==> config.mk <==
export PLATFORM = sky130hd
export DESIGN_NAME = multi_cycle_ctrl
export DESIGN_NICKNAME = d
export VERILOG_FILES = /design/src/rtl/multi_cycle_ctrl_pkg.sv /design/src/rtl/multi_cycle_ctrl_alu_ctrl_dec.sv /design/src/rtl/multi_cycle_ctrl.sv
export SDC_FILE = /design/constraint.sdc
export NUM_CORES = 1
export LEC_CHECK = 0
export ABC_AREA = 1
export CAP_MARGIN = 20
export CORE_ASPECT_RATIO = 1.25
export CORE_MARGIN = 3
export CORE_UTILIZATION = 40
export DETAILED_ROUTE_END_ITERATION = 8
export PLACE_DENSITY = 0.72
export SLEW_MARGIN = 40
export SYNTH_ARGS = -nofsm -noshare
export SYNTH_HDL_FRONTEND = slang
export SYNTH_SLANG_ARGS = --single-unit
==> constraint.sdc <==
create_clock -name clk_100mhz -period 4.24 [get_ports clk_100mhz]
set_clock_uncertainty 0.05 [all_clocks]
set_input_delay 1.272 -clock clk_100mhz [delete_from_list [all_inputs] [get_ports clk_100mhz]]
set_output_delay 1.272 -clock clk_100mhz [all_outputs]
set_load 0.005 [all_outputs]
==> src/rtl/multi_cycle_ctrl_pkg.sv <==
// Shared encodings for the multi-cycle MIPS controller: FSM states, opcode/funct
// codes, ALU operations and datapath mux selects.
package multi_cycle_ctrl_pkg;

  typedef enum logic [3:0] {
    S_IDLE = 4'd0,
    S_IF   = 4'd1,
    S_ID   = 4'd2,
    S_MA   = 4'd3,
    S_MR   = 4'd4,
    S_MWB  = 4'd5,
    S_MW   = 4'd6,
    S_RX   = 4'd7,
    S_RWB  = 4'd8,
    S_BR   = 4'd9,
    S_JMP  = 4'd10,
    S_IX   = 4'd11,
    S_IWB  = 4'd12
  } state_e;

  localparam logic [5:0] OP_RTYPE = 6'h00;
  localparam logic [5:0] OP_J     = 6'h02;
  localparam logic [5:0] OP_BEQ   = 6'h04;
  localparam logic [5:0] OP_BNE   = 6'h05;
  localparam logic [5:0] OP_ADDI  = 6'h08;
  localparam logic [5:0] OP_SLTI  = 6'h0A;
  localparam logic [5:0] OP_ANDI  = 6'h0C;
  localparam logic [5:0] OP_ORI   = 6'h0D;
  localparam logic [5:0] OP_LW    = 6'h23;
  localparam logic [5:0] OP_SW    = 6'h2B;

  localparam logic [5:0] FN_ADD = 6'h20;
  localparam logic [5:0] FN_SUB = 6'h22;
  localparam logic [5:0] FN_AND = 6'h24;
  localparam logic [5:0] FN_OR  = 6'h25;
  localparam logic [5:0] FN_NOR = 6'h27;
  localparam logic [5:0] FN_SLT = 6'h2A;

  localparam logic [3:0] ALU_AND = 4'b0000;
  localparam logic [3:0] ALU_OR  = 4'b0001;
  localparam logic [3:0] ALU_ADD = 4'b0010;
  localparam logic [3:0] ALU_SUB = 4'b0110;
  localparam logic [3:0] ALU_SLT = 4'b0111;
  localparam logic [3:0] ALU_NOR = 4'b1100;

  localparam logic [1:0] SRCB_REG  = 2'b00;
  localparam logic [1:0] SRCB_FOUR = 2'b01;
  localparam logic [1:0] SRCB_IMM  = 2'b10;
  localparam logic [1:0] SRCB_BOFS = 2'b11;

  localparam logic [1:0] PCSRC_ALU  = 2'b00;
  localparam logic [1:0] PCSRC_OUT  = 2'b01;
  localparam logic [1:0] PCSRC_JUMP = 2'b10;

endpackage

==> src/rtl/multi_cycle_ctrl_alu_ctrl_dec.sv <==
// Combinational instruction decoder: ALU operation, immediate extension mode and
// whether the opcode/funct pair is an instruction this controller can execute.
module alu_ctrl_dec
  import multi_cycle_ctrl_pkg::*;
(
  input  logic [5:0] opcode_i,
  input  logic [5:0] funct_i,
  output logic [3:0] alu_ctrl_o,
  output logic       ext_zero_o,
  output logic       legal_o
);

  always_comb begin
    alu_ctrl_o = ALU_ADD;
    ext_zero_o = 1'b0;
    legal_o    = 1'b1;
    case (opcode_i)
      OP_RTYPE: begin
        case (funct_i)
          FN_ADD:  alu_ctrl_o = ALU_ADD;
          FN_SUB:  alu_ctrl_o = ALU_SUB;
          FN_AND:  alu_ctrl_o = ALU_AND;
          FN_OR:   alu_ctrl_o = ALU_OR;
          FN_NOR:  alu_ctrl_o = ALU_NOR;
          FN_SLT:  alu_ctrl_o = ALU_SLT;
          default: legal_o    = 1'b0;
        endcase
      end
      OP_LW, OP_SW, OP_BEQ, OP_BNE, OP_J, OP_ADDI: alu_ctrl_o = ALU_ADD;
      OP_ANDI: begin
        alu_ctrl_o = ALU_AND;
        ext_zero_o = 1'b1;
      end
      OP_ORI: begin
        alu_ctrl_o = ALU_OR;
        ext_zero_o = 1'b1;
      end
      OP_SLTI: alu_ctrl_o = ALU_SLT;
      default: legal_o    = 1'b0;
    endcase
  end

endmodule

==> src/rtl/multi_cycle_ctrl.sv <==
// Main control FSM of the multi-cycle MIPS datapath: sequences fetch/decode/execute,
// handshakes with shared memory, counts retired instructions, flags illegal opcodes.
module multi_cycle_ctrl
  import multi_cycle_ctrl_pkg::*;
#(
  parameter int CNT_W = 16
) (
  input  logic             clk_100mhz,
  input  logic             rst_n,
  input  logic [5:0]       opcode,
  input  logic [5:0]       funct,
  input  logic             zero,
  input  logic             mem_ready,
  input  logic             run,
  input  logic             step,
  output logic             pc_write,
  output logic             iord,
  output logic             mem_read,
  output logic             mem_write,
  output logic             ir_write,
  output logic             reg_dst,
  output logic             mem_to_reg,
  output logic             reg_write,
  output logic             alu_src_a,
  output logic [1:0]       alu_src_b,
  output logic             ext_zero,
  output logic [3:0]       alu_ctrl,
  output logic [1:0]       pc_source,
  output logic             instr_done,
  output logic             illegal,
  output logic [3:0]       state,
  output logic [CNT_W-1:0] instr_cnt
);

  localparam logic [CNT_W-1:0] CNT_ONE = {{(CNT_W-1){1'b0}}, 1'b1};

  state_e           state_q, state_d;
  logic             illegal_q;
  logic [CNT_W-1:0] cnt_q;
  logic [3:0]       decAluCtrl;
  logic             decExtZero;
  logic             decLegal;

  alu_ctrl_dec u_dec (
    .opcode_i  (opcode),
    .funct_i   (funct),
    .alu_ctrl_o(decAluCtrl),
    .ext_zero_o(decExtZero),
    .legal_o   (decLegal)
  );

  // Controls are a pure decode of the state register so they fall with reset.
  always_comb begin
    pc_write   = 1'b0;
    iord       = 1'b0;
    mem_read   = 1'b0;
    mem_write  = 1'b0;
    ir_write   = 1'b0;
    reg_dst    = 1'b0;
    mem_to_reg = 1'b0;
    reg_write  = 1'b0;
    alu_src_a  = 1'b0;
    alu_src_b  = SRCB_REG;
    ext_zero   = 1'b0;
    alu_ctrl   = ALU_AND;
    pc_source  = PCSRC_ALU;
    instr_done = 1'b0;
    case (state_q)
      S_IF: begin
        mem_read  = 1'b1;
        alu_src_b = SRCB_FOUR;
        alu_ctrl  = ALU_ADD;
        ir_write  = mem_ready;
        pc_write  = mem_ready;
      end
      S_ID: begin
        alu_src_b = SRCB_BOFS;
        alu_ctrl  = ALU_ADD;
      end
      S_MA: begin
        alu_src_a = 1'b1;
        alu_src_b = SRCB_IMM;
        alu_ctrl  = ALU_ADD;
      end
      S_MR: begin
        iord     = 1'b1;
        mem_read = 1'b1;
      end
      S_MWB: begin
        mem_to_reg = 1'b1;
        reg_write  = 1'b1;
        instr_done = 1'b1;
      end
      S_MW: begin
        iord       = 1'b1;
        mem_write  = 1'b1;
        instr_done = mem_ready;
      end
      S_RX: begin
        alu_src_a = 1'b1;
        alu_ctrl  = decAluCtrl;
      end
      S_RWB: begin
        reg_dst    = 1'b1;
        reg_write  = 1'b1;
        instr_done = 1'b1;
      end
      S_BR: begin
        alu_src_a  = 1'b1;
        alu_ctrl   = ALU_SUB;
        pc_source  = PCSRC_OUT;
        pc_write   = zero ^ (opcode == OP_BNE);
        instr_done = 1'b1;
      end
      S_JMP: begin
        pc_source  = PCSRC_JUMP;
        pc_write   = 1'b1;
        instr_done = 1'b1;
      end
      S_IX: begin
        alu_src_a = 1'b1;
        alu_src_b = SRCB_IMM;
        alu_ctrl  = decAluCtrl;
        ext_zero  = decExtZero;
      end
      S_IWB: begin
        reg_write  = 1'b1;
        instr_done = 1'b1;
      end
      default: ;
    endcase
  end

  // Completion overrides the per-state successor: run decides fetch vs. idle.
  always_comb begin
    state_d = state_q;
    case (state_q)
      S_IDLE: if (!illegal_q && (run || step)) state_d = S_IF;
      S_IF:   if (mem_ready) state_d = S_ID;
      S_ID: begin
        if (!decLegal)                               state_d = S_IDLE;
        else if (opcode == OP_LW || opcode == OP_SW) state_d = S_MA;
        else if (opcode == OP_RTYPE)                 state_d = S_RX;
        else if (opcode == OP_BEQ || opcode == OP_BNE) state_d = S_BR;
        else if (opcode == OP_J)                     state_d = S_JMP;
        else                                         state_d = S_IX;
      end
      S_MA:   state_d = (opcode == OP_LW) ? S_MR : S_MW;
      S_MR:   if (mem_ready) state_d = S_MWB;
      S_RX:   state_d = S_RWB;
      S_IX:   state_d = S_IWB;
      default: ;
    endcase
    if (instr_done) state_d = run ? S_IF : S_IDLE;
  end

  always_ff @(posedge clk_100mhz or negedge rst_n) begin
    if (!rst_n) begin
      state_q   <= S_IDLE;
      illegal_q <= 1'b0;
      cnt_q     <= '0;
    end else begin
      state_q <= state_d;
      if (state_q == S_ID && !decLegal) illegal_q <= 1'b1;
      if (instr_done) cnt_q <= cnt_q + CNT_ONE;
    end
  end

  assign state     = state_q;
  assign illegal   = illegal_q;
  assign instr_cnt = cnt_q;

endmodule
==> metrics <==
run status completed; fin cells 378; ys async rst share 100%; Pre-antenna DRT Iters 4; Design Area, Final 2420 um2; Peak Freq 0.244 GHz; Skew-Pair Late Insertion Delay 260 ps; sw frac 44.3%; vias per inst 4.79; WP data arrival 2770 ps; DP Cell Count 374; Worst path most repeated cell clkdlybuf4s50_1; Netlist cell types 25; Top Usage Layer GRT met2; die height 78.4 um; most frequent cells in the layout nand2_1 (66), clkdlybuf4s50_1 (51), inv_1 (37), nor2_1 (32), dfrtp_1 (21); vias in the first global route 1796; pins over their slew limit 0; worst hold path type reg2reg; final period utilization 96.5%; maxcap violations 0; DP Area 2350 um2; final hold violation count 0; row cnt 25; Inserted Clock Buffers 3; P&R area growth vs syn 44.6%; Combinational Power Share 62.9%; Clk network pwr share 10.8%; via count 1811; die area 5010 um2; FF-to-FF path depth 9; layout cells sized above 1 10.8%; min-delay src illegal$_DFFE_PN0P_; drt drc 0; part of the power in registers 26.3%; Initial Utilization 42.9%; CTS sink count 21; worst hold stages 2; EDFF count, synth 0; Max FO, Critical Path 4; post-synthesis net count 276; 1st-iter DRT viols 58; power density relative to cell area 509 nW/um2; RSZ-0062 raised after global routing false; Mapped Cells 257; Die W 63.9 um; ys flop type dfrtp_1; fin crit period 4090 ps; hold-critical path endpoint illegal$_DFFE_PN0P_; CTS max path bufs 2; final setup violation count 0; Nets 344; post-synthesis cell area 1680 um2; core box area 3910 um2; max incr delay on CP 520 ps; grt met1 use 19.3%; first-pass GRT wire length 7.51 mm; TritonCTS clock tree built; register clock-pin slew on the reported worst setup and hold paths 80 ps; port bufs 57; Slew HR 67.7%; Switching Power 0.000547 W; internal power 0.000686 W; WL final 4.48 mm; crit path kind in2out; Post-DRT Antenna Nets 0; largest net degree at the start of global routing 22; most common cell after layout, fill and taps aside nand2_1; synth warn 0; number of synthesized register bits 21; critical path startpoint category input port; flop-to-flop setup slack 2320 ps; diode count 0; initial antenna violation count 0; mean post-synth cell area 6.52 um2; WL/cell 11.8 um; Critical Path RT 2920 ps; grt total ovfl 0; all-layer global routing usage 18.8%; Worst-Margin Slew 485 ps; worst vdd ir 0.343 mV; grt met3 use 4.29%; sequential fraction of the synthesis area 31.3%; worst path cell trace clkdlybuf4s50_1 -> nor2_4 -> nand3_2 -> inv_1 -> nand2_1 -> nor2_1 -> clkdlybuf4s50_1; HPWL reported at the end of detailed placement 3.69 mm; H-tree depth 1; GR Util met2 36.4%; type of element capturing the critical path output port; FF-to-FF Start state[2]$_DFFE_PN0P_; # IOs 58; Slowest cell on crit path clkdlybuf4s50_1; clk root buf clkbuf_8; RR Endpoint instr_cnt[5]$_DFFE_PN0P_; leakage power 1.19 nW; routability cong. 0.857
power groups by stage:
stage          Sequential, W  Clock (W)  Combinational [W]
6_report            0.000325   0.000133           0.000775
5_1_grt             0.000337   0.000143           0.000867
4_1_cts             0.000326   0.000135           0.000788
3_5_place_dp        0.000329          0           0.000782
3_3_place_gp        0.000328          0           0.000780
2_1_floorplan       0.000320          0           0.000450
critical path, delay by kind of cell:
family	cells	cell delay (ps)
AND/OR/NAND/NOR	4	430
buffers and inverters	3	1060
flip-flops by register name (all words and copies together) (netlist names):
name,count
illegal,1
state,4
instr_cnt,16
cells by family after synthesis:
kind of cell               Yosys count  share of synthesized area (%)
adders and majority gates            1                          0.746
buffers and inverters               45                           11.0
and+or+nand+nor                    147                           40.0
AOI/OAI and AO/OA                   28                           9.10
xor gates and xnor gates            15                           7.84
DFF                                 21                           31.3
repair_timing:
item / CTS / global route
gates resized for setup: 4 / 8
endpoints found under the setup margin: 5 / 4
setup buffers: 0 / 0
pin swaps: 0 / 3
hold buffers: 0 / 0
worst max path at each step:
stage / startpoint / to / slack [ps] / depth (start not counted)
2_1_floorplan: opcode[5] / pc_write / 860 / 6
3_3_place_gp: opcode[5] / alu_ctrl[1] / -40 / 7
3_5_place_dp: opcode[5] / alu_ctrl[1] / -50 / 7
4_1_cts: funct[1] / alu_ctrl[1] / 3 / 6
5_1_grt: opcode[4] / ext_zero / 20 / 7
6_report: opcode[4] / ext_zero / 150 / 7
layer usage:
metal	share of wire [%]	wire [um]
met5	0	0
met4	1.7	76
met3	6.3	281
met2	54	2430
met1	38	1690
synthesized netlist by cell type, types with 3 or more instances:
| cell | n | area, um2 |
|---|---|---|
| nor3_1 | 9 | 45.0 |
| dfrtp_1 | 21 | 526 |
| nand2_1 | 66 | 248 |
| inv_2 | 5 | 18.8 |
| nand2_2 | 3 | 18.8 |
| nor2_4 | 5 | 56.3 |
| inv_1 | 38 | 143 |
| xor2_1 | 13 | 114 |
| nand3_1 | 17 | 85.1 |
| nand4_1 | 6 | 37.5 |
| o21ai_1 | 10 | 50.1 |
| nor2_1 | 35 | 131 |
| a31oi_1 | 3 | 18.8 |
| o21ai_0 | 9 | 45.0 |
| a21oi_1 | 3 | 15.0 |
stage by stage:
step                setup TNS, ps  util (%)  hold WS [ps]  power (W)  setup slack [ps]
finish                          0      62.0           438    0.00123               147
CTS                             0      61.3           445    0.00125              3.48
floorplan                       0         -           423   0.000770               856
global placement             -127      60.2           422    0.00111             -41.9
detailed placement           -152      60.0           425    0.00111             -51.6
global route                    0      62.0           473    0.00135              24.5
cell type report:
| cell class | instances | area (um2) |
|---|---|---|
| Inverter | 43 | 161 |
| Fill cell | 362 | 1490 |
| Tap cell | 54 | 67.6 |
| Clock buffer | 4 | 45.0 |
| Sequential cell | 21 | 526 |
| Timing Repair Buffer | 65 | 634 |
| Multi-Input combinational cell | 191 | 990 |
No activity file was read; power rests on OpenSTA's default activity.
